[src/rtl/spi_cmd_decoder.sv]
`default_nettype none
// ============================================================================
// Module   : spi_cmd_decoder
// Purpose  : Turns the SPI slave's receive byte stream into single-beat
//            register bus writes and reads, and sends back a write-ack byte
//            or the read data bytes on the transmit byte stream.
//
//            Packet: opcode, start address A, length N, then N data bytes
//            for writes. Reads fetch N bytes starting at A. Addresses wrap
//            modulo 256. An idle gap inside a packet longer than
//            TIMEOUT_CYCLES aborts the packet. Bad opcodes, bad lengths and
//            timeouts bump a saturating error counter.
//
// Ports    : i_clk          system clock
//            i_reset        asynchronous reset, active low
//            i_axis_tdata   received byte
//            i_axis_tvalid  received byte strobe
//            o_axis_tready  decoder can accept a byte
//            o_axis_tdata   response byte
//            o_axis_tvalid  response byte valid
//            i_axis_tready  downstream accepts the response byte
//            o_reg_addr     register address (A + k)
//            o_reg_wdata    register write data
//            o_reg_we       write strobe, one cycle per data byte
//            o_reg_re       read strobe, one cycle per read byte
//            i_reg_rdata    read data, valid one cycle after o_reg_re
//            o_busy         packet in progress
//            o_err_count    saturating protocol error count
//
// Revision : 1.0 - initial release
// ============================================================================
module spi_cmd_decoder #(
    parameter logic [7:0] CMD_WR         = 8'hA5,
    parameter logic [7:0] CMD_RD         = 8'h5A,
    parameter logic [7:0] ACK_BYTE       = 8'hAC,
    parameter int         MAX_LEN        = 16,
    parameter int         TIMEOUT_CYCLES = 100000
) (
    input  logic       i_clk,
    input  logic       i_reset,
    input  logic [7:0] i_axis_tdata,
    input  logic       i_axis_tvalid,
    output logic       o_axis_tready,
    output logic [7:0] o_axis_tdata,
    output logic       o_axis_tvalid,
    input  logic       i_axis_tready,
    output logic [7:0] o_reg_addr,
    output logic [7:0] o_reg_wdata,
    output logic       o_reg_we,
    output logic       o_reg_re,
    input  logic [7:0] i_reg_rdata,
    output logic       o_busy,
    output logic [7:0] o_err_count
);

    // ------------------------------------------------------------------------
    // Constants
    // ------------------------------------------------------------------------
    localparam int               c_TO_W    = $clog2(TIMEOUT_CYCLES + 1);
    localparam logic [c_TO_W-1:0] c_TO_LAST = c_TO_W'(TIMEOUT_CYCLES - 1);
    localparam logic [7:0]       c_MAX_LEN = 8'(MAX_LEN);

    localparam logic [2:0] c_IDLE    = 3'd0;
    localparam logic [2:0] c_ADDR    = 3'd1;
    localparam logic [2:0] c_LEN     = 3'd2;
    localparam logic [2:0] c_WDATA   = 3'd3;
    localparam logic [2:0] c_ACK     = 3'd4;
    localparam logic [2:0] c_RD_REQ  = 3'd5;
    localparam logic [2:0] c_RD_WAIT = 3'd6;
    localparam logic [2:0] c_RD_SEND = 3'd7;

    // ------------------------------------------------------------------------
    // Registers
    // ------------------------------------------------------------------------
    logic [2:0]        r_state;
    logic              r_is_wr;     // opcode of the packet in flight
    logic [7:0]        r_addr;      // start address A
    logic [7:0]        r_len;       // payload length N
    logic [7:0]        r_cnt;       // byte index k
    logic [c_TO_W-1:0] r_to_cnt;    // idle cycles since the last accepted byte
    logic [7:0]        r_tx_data;
    logic              r_tx_valid;
    logic [7:0]        r_err_count;

    // ------------------------------------------------------------------------
    // Combinational decode
    // ------------------------------------------------------------------------
    logic       w_tready;
    logic       w_accept;
    logic       w_out_hs;
    logic       w_timed;
    logic       w_timeout;
    logic       w_op_ok;
    logic       w_len_bad;
    logic       w_err_inc;
    logic [7:0] w_cnt_next;

    assign w_tready   = (r_state == c_IDLE) || (r_state == c_ADDR) ||
                        (r_state == c_LEN)  || (r_state == c_WDATA);
    assign w_accept   = i_axis_tvalid && w_tready;
    assign w_out_hs   = r_tx_valid && i_axis_tready;
    assign w_cnt_next = r_cnt + 8'd1;

    // The inter-byte watchdog only guards the inbound part of a packet.
    assign w_timed    = (r_state == c_ADDR) || (r_state == c_LEN) ||
                        (r_state == c_WDATA);

    // A byte arriving in the expiry cycle wins: it resets the watchdog.
    assign w_timeout  = w_timed && !w_accept && (r_to_cnt == c_TO_LAST);

    assign w_op_ok    = (i_axis_tdata == CMD_WR) || (i_axis_tdata == CMD_RD);
    assign w_len_bad  = (i_axis_tdata == 8'd0) || (i_axis_tdata > c_MAX_LEN);

    // Error sources belong to different states, so at most one fires per cycle.
    assign w_err_inc  = ((r_state == c_IDLE) && w_accept && !w_op_ok) ||
                        ((r_state == c_LEN)  && w_accept && w_len_bad) ||
                        w_timeout;

    // ------------------------------------------------------------------------
    // Packet state machine
    // ------------------------------------------------------------------------
    always_ff @(posedge i_clk or negedge i_reset) begin
        if (!i_reset) begin
            r_state    <= c_IDLE;
            r_is_wr    <= 1'b0;
            r_addr     <= 8'h00;
            r_len      <= 8'h00;
            r_cnt      <= 8'h00;
            r_tx_data  <= 8'h00;
            r_tx_valid <= 1'b0;
        end else begin
            case (r_state)
                c_IDLE: begin
                    if (w_accept && w_op_ok) begin
                        r_is_wr <= (i_axis_tdata == CMD_WR);
                        r_state <= c_ADDR;
                    end
                end

                c_ADDR: begin
                    if (w_accept) begin
                        r_addr  <= i_axis_tdata;
                        r_state <= c_LEN;
                    end else if (w_timeout) begin
                        r_state <= c_IDLE;
                    end
                end

                c_LEN: begin
                    if (w_accept) begin
                        if (w_len_bad) begin
                            r_state <= c_IDLE;
                        end else begin
                            r_len   <= i_axis_tdata;
                            r_cnt   <= 8'h00;
                            r_state <= r_is_wr ? c_WDATA : c_RD_REQ;
                        end
                    end else if (w_timeout) begin
                        r_state <= c_IDLE;
                    end
                end

                c_WDATA: begin
                    // The register write itself is issued combinationally in
                    // the accept cycle; here we only advance k.
                    if (w_accept) begin
                        r_cnt <= w_cnt_next;
                        if (w_cnt_next == r_len) begin
                            r_tx_data  <= ACK_BYTE;
                            r_tx_valid <= 1'b1;
                            r_state    <= c_ACK;
                        end
                    end else if (w_timeout) begin
                        r_state <= c_IDLE;
                    end
                end

                c_ACK: begin
                    if (w_out_hs) begin
                        r_tx_valid <= 1'b0;
                        r_state    <= c_IDLE;
                    end
                end

                c_RD_REQ: begin
                    r_state <= c_RD_WAIT;
                end

                c_RD_WAIT: begin
                    // Read data is valid in this cycle only.
                    r_tx_data  <= i_reg_rdata;
                    r_tx_valid <= 1'b1;
                    r_state    <= c_RD_SEND;
                end

                c_RD_SEND: begin
                    // r_tx_data is untouched until the handshake, which keeps
                    // the beat stable under backpressure.
                    if (w_out_hs) begin
                        r_tx_valid <= 1'b0;
                        r_cnt      <= w_cnt_next;
                        r_state    <= (w_cnt_next == r_len) ? c_IDLE : c_RD_REQ;
                    end
                end

                default: begin
                    r_tx_valid <= 1'b0;
                    r_state    <= c_IDLE;
                end
            endcase
        end
    end

    // ------------------------------------------------------------------------
    // Inter-byte watchdog
    // ------------------------------------------------------------------------
    always_ff @(posedge i_clk or negedge i_reset) begin
        if (!i_reset) begin
            r_to_cnt <= '0;
        end else if (!w_timed || w_accept || w_timeout) begin
            r_to_cnt <= '0;
        end else begin
            r_to_cnt <= r_to_cnt + 1'b1;
        end
    end

    // ------------------------------------------------------------------------
    // Saturating error counter
    // ------------------------------------------------------------------------
    always_ff @(posedge i_clk or negedge i_reset) begin
        if (!i_reset) begin
            r_err_count <= 8'h00;
        end else if (w_err_inc && (r_err_count != 8'hFF)) begin
            r_err_count <= r_err_count + 8'd1;
        end
    end

    // ------------------------------------------------------------------------
    // Outputs
    // ------------------------------------------------------------------------
    // Register bus strobes are decoded from state so the write lands in the
    // same cycle as its data byte and the read strobe lasts exactly one cycle.
    assign o_reg_we      = (r_state == c_WDATA) && i_axis_tvalid;
    assign o_reg_re      = (r_state == c_RD_REQ);
    assign o_reg_addr    = r_addr + r_cnt;     // wraps modulo 256
    assign o_reg_wdata   = o_reg_we ? i_axis_tdata : 8'h00;

    assign o_axis_tready = w_tready;
    assign o_axis_tdata  = r_tx_data;
    assign o_axis_tvalid = r_tx_valid;
    assign o_busy        = (r_state != c_IDLE);
    assign o_err_count   = r_err_count;

endmodule
`default_nettype wire

[config.mk]
export PLATFORM = sky130hd
export DESIGN_NAME = spi_cmd_decoder
export DESIGN_NICKNAME = d
export VERILOG_FILES = /design/src/rtl/spi_cmd_decoder.sv
export SDC_FILE = /design/constraint.sdc
export NUM_CORES = 1
export LEC_CHECK = 0
export ABC_AREA = 1
export BUFFER_PORTS_ARGS = -buffer_cell sky130_fd_sc_hd__buf_4
export CAP_MARGIN = 20
export CORE_ASPECT_RATIO = 0.7
export CORE_MARGIN = 5
export CORE_UTILIZATION = 27
export DETAILED_ROUTE_END_ITERATION = 16
export SYNTH_ARGS = -nofsm -noshare
export SYNTH_HDL_FRONTEND = slang
export SYNTH_SLANG_ARGS = --single-unit
[constraint.sdc]
create_clock -name i_clk -period 2.1 [get_ports i_clk]
set_clock_uncertainty 0.05 [all_clocks]
set_input_delay 0.105 -clock i_clk [delete_from_list [all_inputs] [get_ports i_clk]]
set_output_delay 0.105 -clock i_clk [all_outputs]
set_load 0.1 [all_outputs]
==> summary.txt, run 1 <==
Timing
  – Final hold violation count: 0
  – Worst slew pin tran: 0.799 ns
  – Crit share post-route: 1.06
  – TNS Setup: -0.647 ns
  – Crit path time final: 2.23 ns
  – RSZ-0062 raised after global routing: yes
  – Final setup viols: 13
  – Fmax: 448 MHz
  – Final Max Tran Viols: 0
  – Hold slack final: 0.0564 ns
  – Slew headroom: 0.467
  – Final setup margin: -0.134 ns

Power and ir drop
  – Max IR drop VDD: 265 µV
  – Internal power: 2340 µW
  – Clk pwr share: 0.562
  – Power Total: 2940 µW
  – Comb pwr share: 0.031
  – Pwr Density: 554 nW/µm²
  – Seq pwr share: 0.408
  – Sw Ratio: 0.206
  – Net Sw Power: 605 µW
  – Pleak: 0.00244 µW

Routing
  – Post-route DRC: 0
  – Wire per inst: 12.7 µm
  – Routed Antenna Nets: 0
  – Via density: 4.44
  – Via count: 3408
  – 1st-iter DRT viols: 167
  – Final wirelength: 9.76 mm
  – Pre-antenna DRT Iters: 5

Run status
  – Failing checks: setup timing
  – Outcome: finished with violations

Synth
  – Area contributors post-synth: dfrtp_1 (43%), nand2_1 (13%), inv_1 (6.9%)
  – Number of library cell types mapped by synthesis: 36
  – Mapped Avg Cell Area: 7.51 µm²
  – Cell Area, Synth: 3640 µm²
  – Synth top area share: 0.426
  – Most used DFF post-synth: dfrtp_1
  – Cells after synthesis: 485
  – Post-synthesis sequential area ratio: 0.426
  – Synth Net Count: 516
  – Synth warnings: 0
  – Synth Register Bits: 62
  – Top cell type by total area after synthesis: dfrtp_1
  – Post-synth EDFFs: 0
  – Async set or reset register ratio after synthesis: 1.00

Critical path
  – Crit-path slowest cell: dfrtp_1
  – CP top delay family: flip-flops
  – Setup crit end kind: output pin
  – CP cell instances: inv_1 -> fa_2 -> o21ai_2 -> a21oi_1 -> nor2_1 -> nor2_2 -> xnor2_4 -> buf_12
  – WP buf/inv: 2
  – WP data arrival: 2.08 ns
  – CP max stage delay: 0.43 ns
  – Setup crit start kind: flop
  – R2R Setup Slk: -0.06 ns
  – Critical path type: flop to output pin
  – Required @ worst endpoint: 1.95 ns
  – Worst-path fanout max: 3

Final layout
  – Antenna cells: 0
  – P&R area growth vs syn: 45.9%
  – Nets: 608
  – FILL cells: 1302
  – Design Area, Final: 5310 µm²
  – Share of post-route cells with drive strength above 1: 0.311

Placed design
  – Post-DP Area: 4560 µm²
  – IO Port Bufs: 56
  – RePlAce Congestion: 0.826
  – Dpl hpwl: 7.14 mm
  – Placement Setup Slack: 0.00322 ns

Global route
  – First-pass GRT wire length: 16.6 mm
  – Initial antenna violation count: 0
  – Largest net degree at the start of global routing: 63
  – Tot GR Track Use: 0.129
  – Grt ovf: 0
  – Vias in the first global route: 3423

Clock tree
  – Clk_lat worst skew: 0.33 ns
  – Sink Count: 62
  – H-tree Lvls: 3
  – Root Driver: clkbuf_16
  – Clock tree from TritonCTS: built
  – Worst-path clk slew: 0.05 ns
  – Num CTS Buffers: 9
  – Clk buf depth: 2

Floorplan
  – Io pins: 57
  – Core footprint: 13200 µm²
  – Die Span X: 149 µm
  – Die Area: 15900 µm²
  – Die Ht: 107 µm
  – Cell Rows: 35
  – Initial Util: 0.276

Job
  – Max-Cap Viols: 0

Worst hold path
  – Hold Path Class: input pin to flop
-- metal layers --
metal / part of all wire / wire length, µm / global-route usage
met5: 0 / 0 / 0
met4: 0.0056 / 55 / 0.0320
met3: 0.035 / 340 / 0.0384
met2: 0.49 / 4820 / 0.218
met1: 0.47 / 4540 / 0.162
-- worst reg2reg max path, cell delays in order (launching register included) --
cell and delay (ns):
dfrtp_1 0.43, buf_6 0.14, buf_6 0.11, ha_4 0.28, xnor2_2 0.11, nand2_1 0.08
nor2_2 0.11, nand2_2 0.07, nor2_4 0.13, nand3_4 0.14, nand2_4 0.14, nand3_4 0.12
nand2_2 0.10, nand2_1 0.05
-- cell usage after synthesis, types with 3 or more instances --
master,n
xor2_1,13
nand3b_1,3
nor2_2,5
dfrtp_1,62
nand3_1,29
o21ai_1,3
nand2_2,3
o31ai_1,4
ha_1,10
o21ai_0,29
or2_2,4
inv_1,67
nand2_1,130
nor3_1,9
nand4_1,13
a21oi_1,20
nor2_1,50
xnor2_1,7
-- power groups by stage --
stage	Sequential (µW)	Clock (µW)	Combinational, µW
floorplan	1220	0	19.8
global route	1200	1750	103
CTS	1200	1690	90.7
finish	1200	1650	90.6
global placement	1220	0	80.4
detailed placement	1220	0	81.1
-- registers in the layout, indices dropped and copies added (netlist names) --
signal         cells
o_axis_tdata       8
o_err_count        8
r_cnt              8
r_state            3
r_addr             8
r_to_cnt          17
r_is_wr            1
r_len              8
o_axis_tvalid      1
-- worst paths after layout --
kind,start,to,cells past startpoint
max,r_addr[1],o_reg_addr[6],8
min,i_axis_tready,r_state[2],4
max reg2reg,r_cnt[1],o_axis_tdata[3],13
min reg2reg,r_to_cnt[0],r_to_cnt[0],1
max in group asynchronous,i_reset,r_cnt[5],2
min in group asynchronous,i_reset,o_err_count[2],2
-- logic make-up after synthesis --
family                   count (synthesis)  synth area share
AO/OA/AOI/OAI                           59            0.0859
adder cells (fa/ha/maj)                 11            0.0399
buffers and inverters                   74            0.0773
flip-flops                              62             0.426
AND/OR/NAND/NOR                        259             0.323
XOR/XNOR                                20            0.0481
-- metrics by stage --
stage                     utilization  std cells
after floorplan                     -        485
after global placement          0.346        733
final                           0.403        767
after CTS                       0.390        764
after detailed placement        0.346        733
after global routing            0.403        767
-- timing repair --
item | in CTS | in global routing
hold buffers | 6 | 0
setup buffers | 8 | 3
pin swaps | 9 | 18
setup endpoints to repair | 12 | 29
hold endpoints to repair | 67 | 0
gates cloned | 1 | 0
gates resized for setup | 26 | 43
-- layout by cell type, fill, tap and decap left out, types with 6 or more instances in the layout --
cell type,count
nand2_1,116
inv_1,63
buf_6,6
xor2_1,9
nor2_4,16
a21oi_1,15
nand3_1,26
nand4_1,13
buf_4,69
dfrtp_1,53
nor3_1,9
o21ai_0,27
nand2_2,14
dfrtp_2,9
clkbuf_16,9
nor2_1,36
dlygate4sd3_1,6
-- layout make-up --
cell class              count  area, µm²  share of cell area
repair buffers             85        726               0.137
clock inverters             5       81.3              0.0153
multi-input cells         350       2190               0.412
clock buffers              11        253              0.0476
inverters                  69        267              0.0502
well taps                 185        231              0.0436
flip-flops and latches     62       1560               0.294
(Power assumes the default switching activity.)
==> run 2, diff against run 1 <==
--- a/config.mk
+++ b/config.mk
@@ -8,7 +8,6 @@
 export ABC_AREA = 1
 export BUFFER_PORTS_ARGS = -buffer_cell sky130_fd_sc_hd__buf_4
 export CAP_MARGIN = 20
-export CORE_ASPECT_RATIO = 0.7
 export CORE_MARGIN = 5
 export CORE_UTILIZATION = 27
 export DETAILED_ROUTE_END_ITERATION = 16
==> summary.txt, run 2 (synthesis gave the netlist of run 1 again) <==
Final layout
  – Antenna cells: 0 (unchanged)
  – P&R area growth vs syn: 43.9% (was 45.9%)
  – Post-Layout Cell Count: 756 (was 767)
  – Max reg flops: 17 (unchanged)
  – Most flops, register: r_to_cnt (unchanged)
  – Most frequent cells in the layout: nand2_1 (120), buf_4 (71), inv_1 (65) (was nand2_1 (116), buf_4 (69), inv_1 (63))
  – Most common cell after layout, fill and taps aside: nand2_1 (unchanged)
  – Nets: 606 (was 608)
  – Share of post-route cells with drive strength above 1: 0.288 (was 0.311)

Placed design
  – IO Port Bufs: 56 (unchanged)
  – Placement Setup Slack: -0.0138 ns (was 0.00322 ns)
  – RePlAce Congestion: 0.849 (was 0.826)
  – Dpl hpwl: 7.07 mm (was 7.14 mm)
  – Total placed cells including tap cells: 724 (was 733)

Clock tree
  – Num CTS Buffers: 9 (unchanged)
  – Clk buf depth: 2 (unchanged)
  – Clk_lat worst skew: 0.33 ns (about the same)
  – Root Driver: clkbuf_16 (unchanged)
  – Sink Count: 62 (unchanged)
  – Worst-path clk slew: 0.05 ns (about the same)
  – H-tree Lvls: 3 (unchanged)
  – Clock tree from TritonCTS: built (unchanged)

Routing
  – Final wirelength: 9.38 mm (was 9.76 mm)
  – Via density: 4.51 (was 4.44)
  – Wire per inst: 12.4 µm (was 12.7 µm)
  – Pre-antenna DRT Iters: 4 (was 5)
  – Routed Antenna Nets: 0 (unchanged)
  – Via count: 3413 (was 3408)
  – Post-route DRC: 0 (unchanged)
  – 1st-iter DRT viols: 134 (was 167)

Floorplan
  – Core footprint: 13200 µm² (about the same)
  – Initial Util: 0.275 (was 0.276)
  – Die Ht: 126 µm (was 107 µm)
  – Cell Rows: 42 (was 35)
  – Die Area: 15900 µm² (about the same)
  – Io pins: 57 (unchanged)
  – Die Span X: 126 µm (was 149 µm)

Power and ir drop
  – Pleak: 0.00242 µW (was 0.00244 µW)
  – Pwr Density: 588 nW/µm² (was 554 nW/µm²)
  – Power Total: 3080 µW (was 2940 µW)
  – Max IR drop VDD: 387 µV (was 265 µV)

Run status
  – Outcome: finished with violations (unchanged)
  – Failing checks: setup timing (unchanged)

Timing
  – Crit share post-route: 1.05 (was 1.06)
  – Fmax: 453 MHz (was 448 MHz)
  – Final Max Tran Viols: 0 (unchanged)
  – Slew headroom: 0.582 (was 0.467)
  – Crit path time final: 2.21 ns (was 2.23 ns)
  – Worst slew pin tran: 0.628 ns (was 0.799 ns)
  – Final hold violation count: 0 (unchanged)
  – RSZ-0062 raised after global routing: yes (unchanged)
  – Final setup viols: 3 (was 13)
  – Final setup margin: -0.106 ns (was -0.134 ns)

Global route
  – Initial antenna violation count: 0 (unchanged)
  – Tot GR Track Use: 0.122 (was 0.129)
  – Vias in the first global route: 3462 (was 3423)
  – Largest net degree at the start of global routing: 49 (was 63)
  – Grt ovf: 0 (unchanged)
  – First-pass GRT wire length: 16.0 mm (was 16.6 mm)

Critical path
  – WP data arrival: 2.05 ns (was 2.08 ns)
  – Worst-path fanout max: 2 (was 3)
  – Setup crit end kind: output pin (unchanged)
  – Required @ worst endpoint: 1.95 ns (about the same)
  – Setup crit start kind: flop (unchanged)
  – Critical path type: flop to output pin (unchanged)

Job
  – Max-Cap Viols: 0 (unchanged)

Worst hold path
  – Hold Path Class: input pin to flop (unchanged)
## run 2: changes by cell type in the layout (fill, tap and decap cells not counted), moves of 2 or more
cell and delta:
buf_6 -4, a21oi_2 -2, inv_2 -2, nand3_1 +3
buf_4 +2, nor2_4 -2, a21oi_1 +2, nand3_2 -3
nand2_2 -3, nand2_1 +4, dfrtp_2 +2, inv_1 +2
dfrtp_1 -2
## run 2: layout make-up
type / instances / area [µm²]
Fill cell: 1348 / 8000
Multi-Input combinational cell: 350 / 2130
Sequential cell: 62 / 1570
Timing Repair Buffer: 83 / 696
Clock buffer: 13 / 270
Inverter: 69 / 264
Tap cell: 176 / 220
Clock inverter: 3 / 90.1
## run 2: what timing repair did
item	4_1_cts	5_1_grt
gates cloned	1	0
buffers inserted	8	1
gates resized for setup	24	23
pin swaps	8	12
endpoints found under the setup margin	8	23
hold endpoints to repair	51	0
hold buffers	6	0
## run 2: power breakdown
| part | internal [µW] | switching (µW) |
|---|---|---|
| Combinational | 38.2 | 56.2 |
| Clock | 1260 | 528 |
| Sequential | 1200 | 1.39 |
| Total | 2490 | 585 |
## run 2: metal layers
metal | wire length [µm] | part of all wire | vias up | GRT usage
li1 | - | - | 1745 | -
met5 | 0 | 0 | - | 0
met4 | 193 | 0.021 | 0 | 0.0454
met3 | 393 | 0.042 | 15 | 0.0246
met2 | 4800 | 0.51 | 64 | 0.215
met1 | 3990 | 0.43 | 1589 | 0.146
## run 2: path summary, 6_finish.rpt
kind	start	endpoint	slack, ns	cells past startpoint
max reg2reg	r_cnt[0]	o_axis_tdata[7]	0.13	12
min reg2reg	r_to_cnt[0]	r_to_cnt[0]	0.41	1
max in group asynchronous	i_reset	o_axis_tdata[3]	1.13	3
max	r_addr[0]	o_reg_addr[6]	-0.11	9
min	i_axis_tready	r_state[2]	0.08	4
min in group asynchronous	i_reset	r_cnt[3]	0.30	2
## run 2: worst max-delay path, stage by stage, from the launching register on
cell and delay, ns:
dfrtp_1 0.36, ha_2 0.19, inv_2 0.04, fa_2 0.35
o21ai_2 0.14, a21oi_1 0.08, nor2_1 0.13, nor2_2 0.08
xnor2_4 0.16, buf_12 0.19
## run 2: metrics by stage
step	hold slack, ns	util	instance area (µm²)	setup TNS (ns)
global route	0.0853	0.396	5240	-0.500
detailed placement	0.124	0.343	4550	-0.0185
global placement	0.120	0.343	4550	0
finish	0.0755	0.396	5240	-0.124
CTS	0.0602	0.389	5150	-0.175
floorplan	-0.241	-	3840	-1.10
